<file path="src/rtl/iod_delay_ctrl.sv">
`default_nettype none
// ============================================================================
// Module : iod_delay_ctrl
// Brief  : Dynamic I/O delay-line controller. Steps taps one at a time with
//          settle time, tracks the current tap and reports done/out-of-range.
// Rev    : 1.0  initial release
// ============================================================================
module iod_delay_ctrl #(
    parameter int TAP_W         = 7,
    parameter int MAX_TAP       = 127,
    parameter int DEFAULT_TAP   = 1,
    parameter int SETTLE_CYCLES = 4
) (
    input  logic             CLK,
    input  logic             ARST_N,
    input  logic             REQ_VALID,
    output logic             REQ_READY,
    input  logic             REQ_RELOAD,
    input  logic [TAP_W-1:0] REQ_TAP,
    output logic             DONE,
    output logic             ERR,
    output logic [TAP_W-1:0] CUR_TAP,
    output logic             DELAY_LINE_MOVE,
    output logic             DELAY_LINE_DIRECTION,
    output logic             DELAY_LINE_LOAD,
    input  logic             DELAY_LINE_OUT_OF_RANGE
);

    localparam int               CNT_W       = (SETTLE_CYCLES > 1) ? $clog2(SETTLE_CYCLES) : 1;
    localparam logic [CNT_W-1:0] SETTLE_LAST = CNT_W'(SETTLE_CYCLES - 1);
    localparam logic [TAP_W-1:0] MAX_TAP_V   = TAP_W'(MAX_TAP);
    localparam logic [TAP_W-1:0] DEF_TAP_V   = TAP_W'(DEFAULT_TAP);

    // What started the current settle window decides where it ends.
    localparam logic [1:0] SRC_INIT = 2'd0;
    localparam logic [1:0] SRC_LOAD = 2'd1;
    localparam logic [1:0] SRC_MOVE = 2'd2;

    typedef enum logic [2:0] {
        ST_INIT_LOAD = 3'd0,
        ST_IDLE      = 3'd1,
        ST_LOAD      = 3'd2,
        ST_SETUP     = 3'd3,
        ST_MOVE      = 3'd4,
        ST_SETTLE    = 3'd5,
        ST_FIN       = 3'd6
    } state_t;

    state_t           state_q, state_d;
    logic [CNT_W-1:0] cnt_q, cnt_d;
    logic [TAP_W-1:0] cur_q, cur_d;
    logic [TAP_W-1:0] target_q, target_d;
    logic             dir_q, dir_d;
    logic             err_q, err_d;
    logic [1:0]       src_q, src_d;
    logic             armed_q, armed_d;

    always_ff @(posedge CLK or negedge ARST_N) begin
        if (!ARST_N) begin
            state_q  <= ST_INIT_LOAD;
            cnt_q    <= '0;
            cur_q    <= DEF_TAP_V;
            target_q <= DEF_TAP_V;
            dir_q    <= 1'b0;
            err_q    <= 1'b0;
            src_q    <= SRC_INIT;
            armed_q  <= 1'b0;
        end else begin
            state_q  <= state_d;
            cnt_q    <= cnt_d;
            cur_q    <= cur_d;
            target_q <= target_d;
            dir_q    <= dir_d;
            err_q    <= err_d;
            src_q    <= src_d;
            armed_q  <= armed_d;
        end
    end

    always_comb begin
        state_d  = state_q;
        cnt_d    = cnt_q;
        cur_d    = cur_q;
        target_d = target_q;
        dir_d    = dir_q;
        err_d    = err_q;
        src_d    = src_q;
        armed_d  = armed_q;
        case (state_q)
            // The first clock after reset release arms the pulse so that
            // LOAD stays low while ARST_N is still asserted.
            ST_INIT_LOAD: begin
                if (!armed_q) begin
                    armed_d = 1'b1;
                end else begin
                    cur_d   = DEF_TAP_V;
                    cnt_d   = SETTLE_LAST;
                    src_d   = SRC_INIT;
                    state_d = ST_SETTLE;
                end
            end
            ST_IDLE: begin
                if (REQ_VALID) begin
                    err_d = 1'b0;
                    if (REQ_RELOAD) begin
                        state_d = ST_LOAD;
                    end else if (REQ_TAP > MAX_TAP_V) begin
                        err_d   = 1'b1;
                        state_d = ST_FIN;
                    end else if (REQ_TAP == cur_q) begin
                        state_d = ST_FIN;
                    end else begin
                        target_d = REQ_TAP;
                        state_d  = ST_SETUP;
                    end
                end
            end
            ST_LOAD: begin
                cur_d   = DEF_TAP_V;
                cnt_d   = SETTLE_LAST;
                src_d   = SRC_LOAD;
                state_d = ST_SETTLE;
            end
            ST_SETUP: begin
                dir_d   = (target_q > cur_q);
                state_d = ST_MOVE;
            end
            ST_MOVE: begin
                cur_d   = dir_q ? cur_q + 1'b1 : cur_q - 1'b1;
                cnt_d   = SETTLE_LAST;
                src_d   = SRC_MOVE;
                state_d = ST_SETTLE;
            end
            ST_SETTLE: begin
                // Out-of-range only means something after a step; undo it.
                if ((src_q == SRC_MOVE) && DELAY_LINE_OUT_OF_RANGE) begin
                    cur_d   = dir_q ? cur_q - 1'b1 : cur_q + 1'b1;
                    err_d   = 1'b1;
                    state_d = ST_FIN;
                end else if (cnt_q == '0) begin
                    if (src_q == SRC_INIT) begin
                        state_d = ST_IDLE;
                    end else if (src_q == SRC_LOAD) begin
                        state_d = ST_FIN;
                    end else if (cur_q == target_q) begin
                        state_d = ST_FIN;
                    end else begin
                        state_d = ST_SETUP;
                    end
                end else begin
                    cnt_d = cnt_q - 1'b1;
                end
            end
            ST_FIN: begin
                state_d = ST_IDLE;
            end
            default: begin
                state_d = ST_INIT_LOAD;
            end
        endcase
    end

    assign REQ_READY            = (state_q == ST_IDLE);
    assign DONE                 = (state_q == ST_FIN);
    assign ERR                  = err_q;
    assign CUR_TAP              = cur_q;
    assign DELAY_LINE_MOVE      = (state_q == ST_MOVE);
    assign DELAY_LINE_DIRECTION = dir_q;
    assign DELAY_LINE_LOAD      = (state_q == ST_LOAD) || ((state_q == ST_INIT_LOAD) && armed_q);

endmodule
`default_nettype wire

</file>
<file path="config.mk">
export PLATFORM = sky130hd
export DESIGN_NAME = iod_delay_ctrl
export DESIGN_NICKNAME = d
export VERILOG_FILES = /design/src/rtl/iod_delay_ctrl.sv
export SDC_FILE = /design/constraint.sdc
export NUM_CORES = 1
export LEC_CHECK = 0
export CAP_MARGIN = 30
export CORE_MARGIN = 2
export CORE_UTILIZATION = 53
export CTS_CLUSTER_DIAMETER = 80
export DETAILED_ROUTE_END_ITERATION = 12
export GPL_TIMING_DRIVEN = 0
export PLACE_DENSITY = 0.87
export REMOVE_ABC_BUFFERS = 1
export SYNTH_ARGS = -nofsm -noshare
export SYNTH_HDL_FRONTEND = slang
export SYNTH_SLANG_ARGS = --single-unit
</file>
<file path="constraint.sdc">
create_clock -name CLK -period 2.7 [get_ports CLK]
set_clock_uncertainty 0.15 [all_clocks]
set_input_delay 0.54 -clock CLK [delete_from_list [all_inputs] [get_ports CLK]]
set_output_delay 0.54 -clock CLK [all_outputs]
set_load 0.1 [all_outputs]
</file>
# Word-level counts from Yosys, hierarchy flattened
# Index checks and enable logic that the tools add are counted.
dict set report classes {
  addsub 3
  n_lt_le_gt_ge 2
  eq_ne 16
  mux 27
  bitwise_logic 3
  reduce_logical 17
}
# op n
set ops {}
lappend ops {{3-bit two-way mux} 10}
lappend ops {{7-bit two-way mux} 4}
lappend ops {{7-bit one-hot mux with 4 select lines} 1}
lappend ops {{3-bit one-hot mux with 6 select lines} 1}
lappend ops {{7-bit equality test} 2}
lappend ops {{2-bit one-hot mux with 3 select lines} 2}
lappend ops {{2-bit != test (second input constant)} 5}
lappend ops {{3-bit equality test (second input constant)} 3}
lappend ops {{3-bit AND reduction} 3}
lappend ops {{2-bit two-way mux} 4}
lappend ops {{7-bit by 1-bit adder with 7-bit output (second input constant)} 1}
lappend ops {{7-bit greater-than comparator} 1}
lappend ops {{7-bit greater-than comparator (second input constant)} 1}
lappend ops {{7-bit by 1-bit subtractor with 7-bit output (second input constant)} 1}
lappend ops {{3-bit by 2-bit equality test with 1-bit output (second input constant)} 2}
lappend ops {{3-bit nonzero test} 2}
lappend ops {{5-bit AND reduction} 1}
lappend ops {{2-bit logical NOT} 2}
lappend ops {{1-bit two-way mux} 4}
lappend ops {{4-bit AND reduction} 1}
lappend ops {{4-bit nonzero test} 1}
lappend ops {{3-bit by 1-bit equality test with 1-bit output (second input constant)} 1}
lappend ops {{3-bit logical NOT} 1}
lappend ops {{3-bit != test (second input constant)} 1}
lappend ops {{other kinds (10)} 13}
dict set report word_totals {
  ff_bits 24
  in_bits 12
  output_inout_bits 13
  wordCells 76
}

# Logic depth before layout (Yosys ltp)
dict set report depth {
  depth_word 7
  mapped_depth 8
  ltp_nobuf 7
}

# Least setup slack after synthesis
# Ideal clock, no wire load.
dict set report synth_timing {
  path_type {register to register}
  from {register state_q[2]}
  to {register cur_q[6] (netlist: CUR_TAP[6])}
  setup_time_ps 175
  arrival_time_ps 3298
  required_time_ps 2375
  setup_slack_ps -923
  path_stages_with_launch 6
  n_path_buf 1
  synth_period_minus_slack_ps 3623
  path_cell_list {dfrtp_1 > clkbuf_1 > nor3_1 > nor2_1 > nor2_1 > a31oi_1}
}
dict set report synth_between {
  elab_chain_len 3
  word_cells_on_any_way 9
  cone_classes {5 x eq/ne; 1 x mux; 3 x reduce/logical}
}
# item line_no
set synth_rtl {}
lappend synth_rtl {{start, declared} 49} ;# state_t state_q, state_d;
lappend synth_rtl {{start signal, assigned} 69} ;# state_q <= state_d;
lappend synth_rtl {{3-bit equality test (tied with other cells)} 89} ;# case (state_q)
lappend synth_rtl {{2-bit != test (no line) or 4-bit nonzero test (tied branches)} -}
lappend synth_rtl {{3-bit AND reduction (no line)} -}
lappend synth_rtl {{end signal, assigned} 71} ;# cur_q <= cur_d;
lappend synth_rtl {{end, declared} 51} ;# logic [TAP_W-1:0] cur_q, cur_d;
# Several ways; a longest one is shown, not always the timed one.
# A chain may end at the register's enable or synchronous reset.

# Worst setup path in the final report
dict set report layout_timing {
  from {register cur_q[5] (netlist: CUR_TAP[5])}
  to {output port CUR_TAP[5]}
}
# item line_no
set layout_rtl {}
lappend layout_rtl {{end, declared} 22} ;# output logic [TAP_W-1:0] CUR_TAP,
# No word-level cell between the ends.

==> impl_metrics.py <==
metrics = {
    "floorplanning": {
        "rows": 19,
        "io_pins": 25,
        "fp.dieW_um": 59.0,
        "die_area_um2": 3490,
        "die_h_um": 59.0,
        "start_util": 0.572,
        "core_area_um2": 2810,
    },
    "place": {
        "dp_hpwl_um": 2800,
        "io_buffers": 24,
        "place_inst": 224,
        "place_congestion": 0.890,
    },
    "setup_path": {
        "worst_setup_path_start_kind": "flop",
        "criticalPathCategory": "reg2out",
        "reg2reg_from": "CUR_TAP[0]",
        "critPathBufInv": 1,
        "worstRegToRegCells": 5,
        "worstPathCellList": "clkdlybuf4s50_1",
        "critPathTopFamily": "buffers and inverters",
        "critical_path.endpoint": "CUR_TAP[5]",
        "crit_required_ps": 2010,
        "cpPeakStageDelay_ps": 1160,
        "crit_arrival_ps": 1920,
        "cp_max_fo": 4,
        "crit_start": "CUR_TAP[5]",
        "reg2reg_to": "target_q[2]",
        "r2r_slack_ps": 330,
        "slowest_stage": "clkdlybuf4s50_1",
        "cp.depth": 1,
        "endpoint_kind": "primary output",
    },
    "sta": {
        "clock.fmax_ghz": 0.382,
        "tightest_slew_ps": 972,
        "worst_hold_slack_ps": 387,
        "period_minus_slack_ps": 2610,
        "maxSlewHeadroom": 0.351,
        "maxSlewViolCount": 0,
        "finalSetupViolCount": 0,
        "rsz0062_at_grt": "false",
        "hold_violations": 0,
        "period_share": 0.968,
    },
    "routing": {
        "vias": 1436,
        "routedWlPerCell_um": 16.1,
        "viasPerCell": 6.30,
        "remaining_drc_errors": 0,
        "drt_iter0_markers": 39,
        "wl_um": 3680,
        "ant_nets": 0,
        "drtPass1Iterations": 4,
    },
    "clocking": {
        "cts-root-buf": "clkbuf_4",
        "cts.clk_slew.worst_paths_ps": 140,
        "h-tree-depth": 1,
        "cts_buffer_depth": 2,
        "cts_buffers": 3,
        "clk_latency_ps": 330,
        "cts_tree": "done",
        "cts_setup_buffers": 0,
        "clock_sinks": 24,
    },
    "yosys": {
        "synthTopCellsByCount": "22 x dfrtp_1, 14 x nor2_1, 13 x inv_1, 12 x nand2_1",
        "synth.most_common_cell": "dfrtp_1",
        "synth_edf_count": 0,
        "synthArstFlopShare": 1.00,
        "ys_seq_area_frac": 0.376,
        "ys_types": 44,
        "yosysTopAreaCell": "dfrtp_1",
        "synth.top_cell.area_share": 0.343,
        "netlist_instances": 175,
        "synth_ff_type": "dfrtp_1",
        "synth.cell_area_um2": 1610,
        "synthTopCellsByArea": "dfrtp_1 34%, ha_1 7.8%, mux2_4 6.5%",
        "ys_warn_count": 0,
        "syn_area_per_cell_um2": 9.17,
        "synth.ff_latch_count": 24,
    },
    "grt": {
        "antenna_found_initial": 0,
        "grt_first_pass_wirelength_um": 6090,
        "grt_pass1_vias": 1391,
        "gr-total-overflow": 0,
        "grt_max_degree": 19,
        "grt_util_all_layers": 0.229,
    },
    "status": {
        "outcome": "completed",
    },
    "layout": {
        "drive_gt1_frac": 0.122,
        "diodes": 0,
        "final-instance-count-excl-fill": 228,
        "synthToLayoutAreaGrowth_pct": 18.2,
        "fillers": 237,
        "nNetsFinal": 220,
    },
    "job": {
        "drv_cap": 0,
    },
    "hold_path": {
        "min_path_cells": 1,
        "hold_class": "reg2reg",
    },
}
## registers in the layout (all words and copies together), names as in the netlist
register and count:
src_q 2, CUR_TAP 7, state_q 3, DELAY_LINE_DIRECTION 1, cnt_q 2, armed_q 1, target_q 7, ERR 1
## what timing repair did
| item | in CTS | in global routing |
|---|---|---|
| setup endpoints to repair | 8 | 5 |
| gates cloned | 0 | 0 |
| hold buffers | 0 | 0 |
| gates resized for setup | 20 | 8 |
## worst register-to-register path: stages (launching register included)
cell and delay [ps]:
dfstp_2 650, xor2_1 200, nor4_2 100, a2111oi_2 330, and2_1 480, mux2_4 350
## final cells by class
cell class,count,area (µm²),share of cell area
clock buffers,4,36.3,0.0191
inverters,14,52.6,0.0277
multi-input cells,130,915,0.482
flip-flops and latches,24,607,0.320
well taps,31,38.8,0.0204
repair buffers,25,249,0.131
## through the flow
step | setup WS (ps) | utilization | setup TNS, ps | cell area (µm²)
2_1_floorplan | -1000 | - | -8770 | 1570
3_3_place_gp | -291 | 0.659 | -1240 | 1850
3_5_place_dp | -338 | 0.665 | -1490 | 1860
4_1_cts | 0.0531 | 0.675 | 0 | 1890
5_1_grt | 34.5 | 0.677 | 0 | 1900
6_report | 85.1 | 0.677 | 0 | 1900
## cells by family (layout without fill, tap and decap cells)
kind of cell             count (synthesis)  in the layout  share of synthesized area
AO/OA/AOI/OAI                           48             48                      0.189
XOR/XNOR                                 9              9                     0.0491
multiplexers                            10             10                     0.0842
buffers and inverters                   21             43                     0.0546
AND/OR/NAND/NOR                         53             53                      0.170
adder cells (fa/ha/maj)                 10             10                     0.0779
flip-flops                              24             24                      0.376
## cell usage in the layout (no fill, tap or decap), types with 2 or more instances in the layout
cell             instances
a211oi_1                 3
a21o_1                   2
a21oi_1                  9
a22oi_1                  3
a31oi_1                  3
clkbuf_4                 4
clkdlybuf4s50_1         14
dfrtp_1                 19
dfrtp_2                  3
dfstp_2                  2
dlygate4sd2_1            4
dlymetal6s2s_1           2
ha_1                    10
inv_1                   13
mux2_4                   7
mux2i_1                  3
nand2_1                 12
nand2b_1                 3
nand3_1                  5
nand4_1                  3
nor2_1                  14
nor2b_1                  2
nor3_1                   4
o21ai_0                 10
o21ai_1                  5
o22ai_1                  5
o31ai_1                  2
xor2_1                   8
## worst min path at each step
stage,from,endpoint
3_3_place_gp,target_q[2],target_q[2]
2_1_floorplan,ARST_N,CUR_TAP[1]
3_5_place_dp,target_q[1],target_q[1]
5_1_grt,target_q[1],target_q[1]
6_report,target_q[1],target_q[1]
4_1_cts,target_q[1],target_q[1]
## routing by layer
layer / vias up / track usage / routed length, µm
li1: 680 / - / -
met1: 693 / 0.281 / 1560
met2: 55 / 0.398 / 1870
met3: 8 / 0.0284 / 193
met4: 0 / 0.104 / 56
met5: - / 0 / 0
Power is left out: the tool's default activity adds up to more than one toggle a clock period on the data nets, which glitch-free logic cannot reach.
